==> src/rtl/serial_sample_receiver.sv <==
// Deserialises a framed, MSB-first serial stream into words for the sample memory.
// Writes go to a wrapping circular pointer. Framing errors and the first wrap are flagged.
module serial_sample_receiver #(
    parameter int unsigned DATA_WIDTH = 16,
    parameter int unsigned ADDR_WIDTH = 8
) (
    input  logic                  Sclk,
    input  logic                  Reset_n,
    input  logic                  Start,
    input  logic                  Clear,
    input  logic                  Frame,
    input  logic                  Serial_in,
    output logic [DATA_WIDTH-1:0] data_in,
    output logic [ADDR_WIDTH-1:0] Write_Address,
    output logic                  write_enable,
    output logic                  input_ready,
    output logic                  frame_error,
    output logic                  wrapped
);

    localparam int unsigned CNT_WIDTH = $clog2(DATA_WIDTH);

    localparam logic [0:0] StIdle  = 1'b0;
    localparam logic [0:0] StShift = 1'b1;

    localparam logic [CNT_WIDTH-1:0] CntLoad = CNT_WIDTH'(DATA_WIDTH - 1);
    localparam logic [CNT_WIDTH-1:0] CntLsb  = CNT_WIDTH'(1);
    localparam logic [CNT_WIDTH-1:0] CntDone = '0;

    logic [0:0]            state_q, state_d;
    logic [CNT_WIDTH-1:0]  cnt_q, cnt_d;
    logic [DATA_WIDTH-1:0] shift_q, shift_d;
    logic [ADDR_WIDTH-1:0] ptr_q, ptr_d;
    logic [DATA_WIDTH-1:0] data_q, data_d;
    logic [ADDR_WIDTH-1:0] addr_q, addr_d;
    logic                  we_q, we_d;
    logic                  err_q, err_d;
    logic                  wrap_q, wrap_d;

    logic [DATA_WIDTH-1:0] shift_next;
    logic [DATA_WIDTH-1:0] msb_only;
    logic                  err_event;
    logic                  wrap_event;

    assign shift_next = {shift_q[DATA_WIDTH-2:0], Serial_in};
    assign msb_only   = {{(DATA_WIDTH-1){1'b0}}, Serial_in};

    always_comb begin
        state_d    = state_q;
        cnt_d      = cnt_q;
        shift_d    = shift_q;
        ptr_d      = ptr_q;
        data_d     = data_q;
        addr_d     = addr_q;
        we_d       = 1'b0;
        err_event  = 1'b0;
        wrap_event = 1'b0;

        if (!Start) begin
            // Receive disabled: any partial word is dropped silently.
            state_d = StIdle;
            cnt_d   = CntDone;
        end else begin
            case (state_q)
                StIdle: begin
                    if (Frame) begin
                        state_d = StShift;
                        shift_d = msb_only;
                        cnt_d   = CntLoad;
                    end
                end
                StShift: begin
                    if (cnt_q == CntDone) begin
                        // Word just completed: Frame here starts the next word with no gap.
                        if (Frame) begin
                            shift_d = msb_only;
                            cnt_d   = CntLoad;
                        end else begin
                            state_d = StIdle;
                        end
                    end else if (Frame && (cnt_q != CntLsb)) begin
                        err_event = 1'b1;
                        shift_d   = msb_only;
                        cnt_d     = CntLoad;
                    end else begin
                        shift_d = shift_next;
                        cnt_d   = cnt_q - CntLsb;
                        if (cnt_q == CntLsb) begin
                            data_d     = shift_next;
                            addr_d     = ptr_q;
                            we_d       = 1'b1;
                            ptr_d      = ptr_q + ADDR_WIDTH'(1);
                            wrap_event = (ptr_q == '1);
                        end
                    end
                end
                default: begin
                    state_d = StIdle;
                    cnt_d   = CntDone;
                end
            endcase
        end

        // Clear beats the increment, but a fresh event beats the clear of its flag.
        if (Clear) begin
            ptr_d = '0;
        end
        err_d  = err_event  | (err_q  & ~Clear);
        wrap_d = wrap_event | (wrap_q & ~Clear);
    end

    always_ff @(posedge Sclk or negedge Reset_n) begin
        if (!Reset_n) begin
            state_q <= StIdle;
            cnt_q   <= '0;
            shift_q <= '0;
            ptr_q   <= '0;
            data_q  <= '0;
            addr_q  <= '0;
            we_q    <= 1'b0;
            err_q   <= 1'b0;
            wrap_q  <= 1'b0;
        end else begin
            state_q <= state_d;
            cnt_q   <= cnt_d;
            shift_q <= shift_d;
            ptr_q   <= ptr_d;
            data_q  <= data_d;
            addr_q  <= addr_d;
            we_q    <= we_d;
            err_q   <= err_d;
            wrap_q  <= wrap_d;
        end
    end

    assign data_in       = data_q;
    assign Write_Address = addr_q;
    assign write_enable  = we_q;
    assign input_ready   = we_q;
    assign frame_error   = err_q;
    assign wrapped       = wrap_q;

endmodule

==> config.mk <==
export PLATFORM = sky130hd
export DESIGN_NAME = serial_sample_receiver
export DESIGN_NICKNAME = d
export VERILOG_FILES = /design/src/rtl/serial_sample_receiver.sv
export SDC_FILE = /design/constraint.sdc
export NUM_CORES = 1
export LEC_CHECK = 0
export BUFFER_PORTS_ARGS = -buffer_cell sky130_fd_sc_hd__buf_4
export CORE_MARGIN = 4
export CORE_UTILIZATION = 63
export CTS_BUF_LIST = sky130_fd_sc_hd__clkbuf_2 sky130_fd_sc_hd__clkbuf_4 sky130_fd_sc_hd__clkbuf_8
export CTS_CLUSTER_SIZE = 8
export DETAILED_ROUTE_END_ITERATION = 12
export HOLD_SLACK_MARGIN = 0.08
export PLACE_DENSITY = 0.94
export SLEW_MARGIN = 20
export SYNTH_ARGS = -nofsm -noshare
export SYNTH_HDL_FRONTEND = slang
export SYNTH_SLANG_ARGS = --single-unit
==> constraint.sdc <==
create_clock -name Sclk -period 4.8 [get_ports Sclk]
set_input_delay 0.96 -clock Sclk [delete_from_list [all_inputs] [get_ports Sclk]]
set_output_delay 0.96 -clock Sclk [all_outputs]
set_load 0.005 [all_outputs]
; ---- Word-level counts from Yosys, hierarchy flattened
; Cells that the tools add are included.
[totals]
inputBits = 6
wordCells = 64
regBits = 56
out_inout_bits = 28
[classes]
n_eq_ne = 5
n_mux = 33
n_addsub = 2
reduce_logical = 7
bitwise = 8
[op_table]
columns = cell, n
row1 = two-way mux 16 bit, 3
row2 = two-way mux 8 bit, 6
row3 = case mux 16 bit (2 select lines), 1
row4 = two-way mux 1 bit, 17
row5 = two-way mux 4 bit, 4
row6 = AND reduction 5 bit, 2
row7 = adder 8 x 1 -> 8 bit (second input constant), 1
row8 = == test 8 bit (second input constant), 1
row9 = case mux 4 bit (2 select lines), 1
row10 = nonzero test 2 bit, 3
row11 = == test 4 x 1 -> 1 bit (second input constant), 1
row12 = logical NOT 4 bit, 1
row13 = != test 2 bit (second input constant), 2
row14 = != test 4 x 1 -> 1 bit (second input constant), 1
row15 = inverter 1 bit, 4
row16 = subtractor 4 x 1 -> 4 bit (second input constant), 1
row17 = bitwise AND 1 bit, 2
row18 = OR 1 bit, 2
row19 = case mux 1 bit (2 select lines), 1
row20 = logical AND 1 bit, 1

; ---- Longest topological paths before layout
[depth]
ltp_word = 7
depth_mapped = 7
mapped_depth_nobuf = 5

; ---- Worst setup path after synthesis
; Ideal clock, no wire load.
[synth_path]
kind = input -> register
startpoint = input port Frame
endpoint = register shift_q[0]
required_time_ns = 4.675
arrival_time_ns = 2.209
slack_ns = 2.466
n_path_buf = 1
setup_ns = 0.125
path_stages = 4
cell_sequence = clkbuf_1 or4b_1 o211ai_1 mux2_2
[synth_via]
elab_chain_len = 3
[synth_lines]
columns = item, line
row1 = from (decl), 11  ; input logic Frame,
row2 = two-way mux 16 bit (*), --
row3 = two-way mux 16 bit, --
row4 = case mux 16 bit (2 select lines) (*), --
row5 = to (signal assigned), 126  ; shift_q <= shift_d;
row6 = to (decl), 32  ; logic [DATA_WIDTH-1:0] shift_q, shift_d;
; Mark *: on every way between the ends. The rest lies on a longest branch, timed or not.
; A chain may end at the register's enable or synchronous reset.

; ---- Final worst setup path
[layout_path]
startpoint = register cnt_q[1]
endpoint = register data_q[1] (netlist: data_in[1])
[layout_via]
elab_chain_len = 4
word_cells_on_any_way = 7
classes_between = 2 x eq/ne / 2 x bitwise / 3 x reduce/logical
[layout_lines]
columns = item, line
row1 = from (decl), 31  ; logic [CNT_WIDTH-1:0] cnt_q, cnt_d;
row2 = from (signal assigned), 125  ; cnt_q <= cnt_d;
row3 = != test 4 x 1 -> 1 bit, 81  ; end else if (Frame && (cnt_q != CntLsb)) begin
row4 = logical AND 1 bit, 81
row5 = inverter 1 bit (no line), --
row6 = AND reduction 5 bit (no line) (*), --
row7 = to (signal assigned), 128  ; data_q <= data_d;
row8 = to (decl), 34  ; logic [DATA_WIDTH-1:0] data_q, data_d;
; Marks and branches as above.

==> key figures <==
CTS
  • Num Clock Sinks: 55
  • Hold buffers post-CTS: 0
  • CTS Buf Count: 5
  • Post-CTS Setup Bufs: 0
  • CTS root buf: clkbuf_8
  • CTS resizes: 0
  • Clk buf depth: 2
  • Clock transition at path regs: roughly 0.10 ns
  • CTS tree: built
  • Skew-Pair Late Insertion Delay: 0.32 ns
  • H-tree levels: 2

Floorplanning
  • Die Area: 4890 um^2
  • Initial Utilization: 65.4%
  • Die Span Y: 69.9 um
  • Die Wd: 69.9 um
  • Core area: 3690 um^2
  • Site row count: 22
  • # IOs: 34

Timing
  • Unrepaired setup endpoints after global routing: false
  • Relative slew margins: 44.7%
  • Slew Limit Fails: 0
  • Number of setup violations in the final report: 0
  • Final Hold Viols: 0
  • Setup TNS: 0 ns
  • Clock Skew: ~0.011 ns
  • Actual slew at the worst max-slew pin: 0.830 ns
  • Final worst-path setup slack: 2.16 ns
  • Tmin final: 2.64 ns
  • Fmax: 379 MHz
  • Tcrit/Tclk final: 55.0%

Cells and area
  • Final instance area: between 2000 and 3000 um^2
  • FF/Latch Area: ~1400 um^2
  • Area Growth Syn to Fin: 13.6%
  • Share of layout cells above drive strength 1: 34.1%
  • Final Instance Count excl. Fillers: 262
  • Commonest non-fill, non-tap cells in the layout: 55 x dfrtp_1, 33 x buf_4, 26 x mux2_2
  • Fillers: 256
  • Nets@finish: between 200 and 250
  • Commonest non-fill, non-tap cell in the layout: dfrtp_1
  • Multi-input combinational cell area: 911 um^2
  • Antenna cell count: 0

Logic synthesis
  • Main flop type after synthesis: dfrtp_1
  • Mapped Area: 2410 um^2
  • Post-Synth XOR/XNOR Area: less than 1%
  • Synth warn: 0
  • Adder-cell share of the synthesized area: 2.07%
  • Sequential element share of the synthesized area: 57.0%
  • #FFs+latches synth: 55
  • Net count after synthesis: 194
  • Largest family of logic cells by synthesized area: compound AO/OA/AOI/OAI gates
  • Number of enable flip-flop cells after synthesis: 0
  • Mean post-synth cell area: 13.1 um^2
  • Post-synthesis mux area share: between 10% and 20%
  • Simple-gate share of the synthesized area: under 10%
  • Synth Area in Compound Gates: 13.6%
  • Fraction of registers with async set/reset: 100%
  • Unique masters post-synth: 40
  • Synth Instances: 184

Place
  • Port Buf Inserts: 33
  • Post-DP HPWL: 2980 um
  • GP Congestion: approximately 0.86
  • # placed instances: 252
  • Setup slack at placement: ~2.0 ns
  • Placed Area: 2630 um^2

Setup path
  • Worst Setup Start Kind: flop
  • Critical path peak fanout: 14
  • Worst EP arrival: 2.84 ns
  • Worst setup EP type: flop
  • CP bufs+invs: 2
  • Slowest cell on the critical path: nor3_4
  • CP Cell Sequence: inv_1 > ha_1 > or3b_1 > nor3_4 > buf_8 > mux2_2
  • CP peak stage delay: ~0.63 ns
  • CP required: ~5.0 ns
  • Internal reg-to-reg setup slack: 2.16 ns
  • Critical path class: reg -> reg
  • Delay-heaviest family, CP: simple AND/OR/NAND/NOR gates

Power
  • Worst vdd ir: 0.000237 V
  • LEAKAGE: between 1 and 1.5 nW
  • PwrDens: 304 nW/um^2

Drt
  • Met3 WL: 292 um
  • DRC viols: 0
  • Final ANT Viol Nets: 0
  • DR WL/cell: 17.0 um
  • Met2 WL: 2180 um
  • Via/cell ratio: a little over 6
  • Pre-antenna DRT Iters: 4
  • Starting DRC count in detailed routing: 90
  • Routed via count: 1605
  • Top routing layer used: met4
  • DRT Wirelength: between 4000 and 5000 um
  • WL met1: 1910 um

Min path
  • Worst Hold Class: reg -> reg

Global routing
  • Largest net degree at the start of global routing: 56
  • Global route overflow: 0
  • First-pass GRT wire length: 7350 um
  • Antenna violations before repair: 0
  • Number of global-route vias before repair: 1561
  • GRT Util Overall: between 10% and 20%

Run
  • Max_cap viols: 0

Run status
  • Status: complete, no violations
## stage by stage
stage	utilization, %	power [mW]	hold slack [ns]
after floorplan	-	0.551	0.467
after global placement	71.3	0.576	0.470
after detailed placement	71.3	0.581	0.478
after CTS	73.7	0.837	0.502
after global routing	74.4	0.869	0.530
final	74.4	0.833	0.499
## power breakdown
part	switching [mW]	leakage (nW)	internal, mW
logic	0.0457	0.531	0.0353
clock network	0.156	0.0485	0.105
registers	0.0141	0.756	0.477
## final timing paths
check                           depth (start not counted)                           end                    startpoint
worst max-delay path                                    6        data_in[1]$_DFFE_PN0P_            cnt_q[1]$_DFF_PN0_
worst min-delay path                                    1  Write_Address[7]$_DFFE_PN0P_  Write_Address[7]$_DFFE_PN0P_
worst max register to register                          6        data_in[1]$_DFFE_PN0P_            cnt_q[1]$_DFF_PN0_
worst min register to register                          1  Write_Address[7]$_DFFE_PN0P_  Write_Address[7]$_DFFE_PN0P_
max in group asynchronous                               1            cnt_q[0]$_DFF_PN0_                       Reset_n
min in group asynchronous                               1       shift_q[13]$_DFFE_PN0P_                       Reset_n
## state kept, by name (all words and copies together), names as in the netlist
register and cells:
data_in 16, ptr_q 8, frame_error 1, wrapped 1
Write_Address 8, input_ready 1, state_q 1, shift_q 15
cnt_q 4
## cell families after synthesis
logic type / Yosys count
AOI/OAI and AO/OA: 41
muxes: 27
xor gates and xnor gates: 1
buffers and inverters: 22
adders and majority gates: 4
DFF: 55
and+or+nand+nor: 34
## layer usage
layer	GRT usage [%]	up-vias
li1	-	732
met1	23.8	809
met2	30.7	54
met3	5.61	10
met4	6.38	0
met5	0	-
## final cells by class
type / instances / share of cell area, %
clock inverter: 3 / 0.821
multi-input combinational: 107 / 33.2
clock buffer: 5 / 2.51
inverter: 9 / 1.23
tap: 48 / 2.19
sequential: 55 / 50.2
timing repair buffer: 35 / 9.85
## worst register-to-register path, cell delays in order (launching register included)
cell	delay, ns
dfrtp_1	0.39
inv_1	0.11
ha_1	0.21
or3b_1	0.60
nor3_4	0.63
buf_8	0.24
mux2_2	0.35
## synth_stat cells, types with 4 or more instances
cell type,instances,area (um^2)
nand2_1,5,18.8
clkbuf_1,5,18.8
a22o_1,15,131
a21oi_1,7,35.0
inv_1,9,33.8
dfrtp_1,55,1380
ha_1,4,50.1
o21ai_0,4,20.0
nor2_1,5,18.8
buf_6,5,56.3
mux2_2,26,293
o31ai_1,4,30.0
No activity file was read; power rests on OpenSTA's default activity.
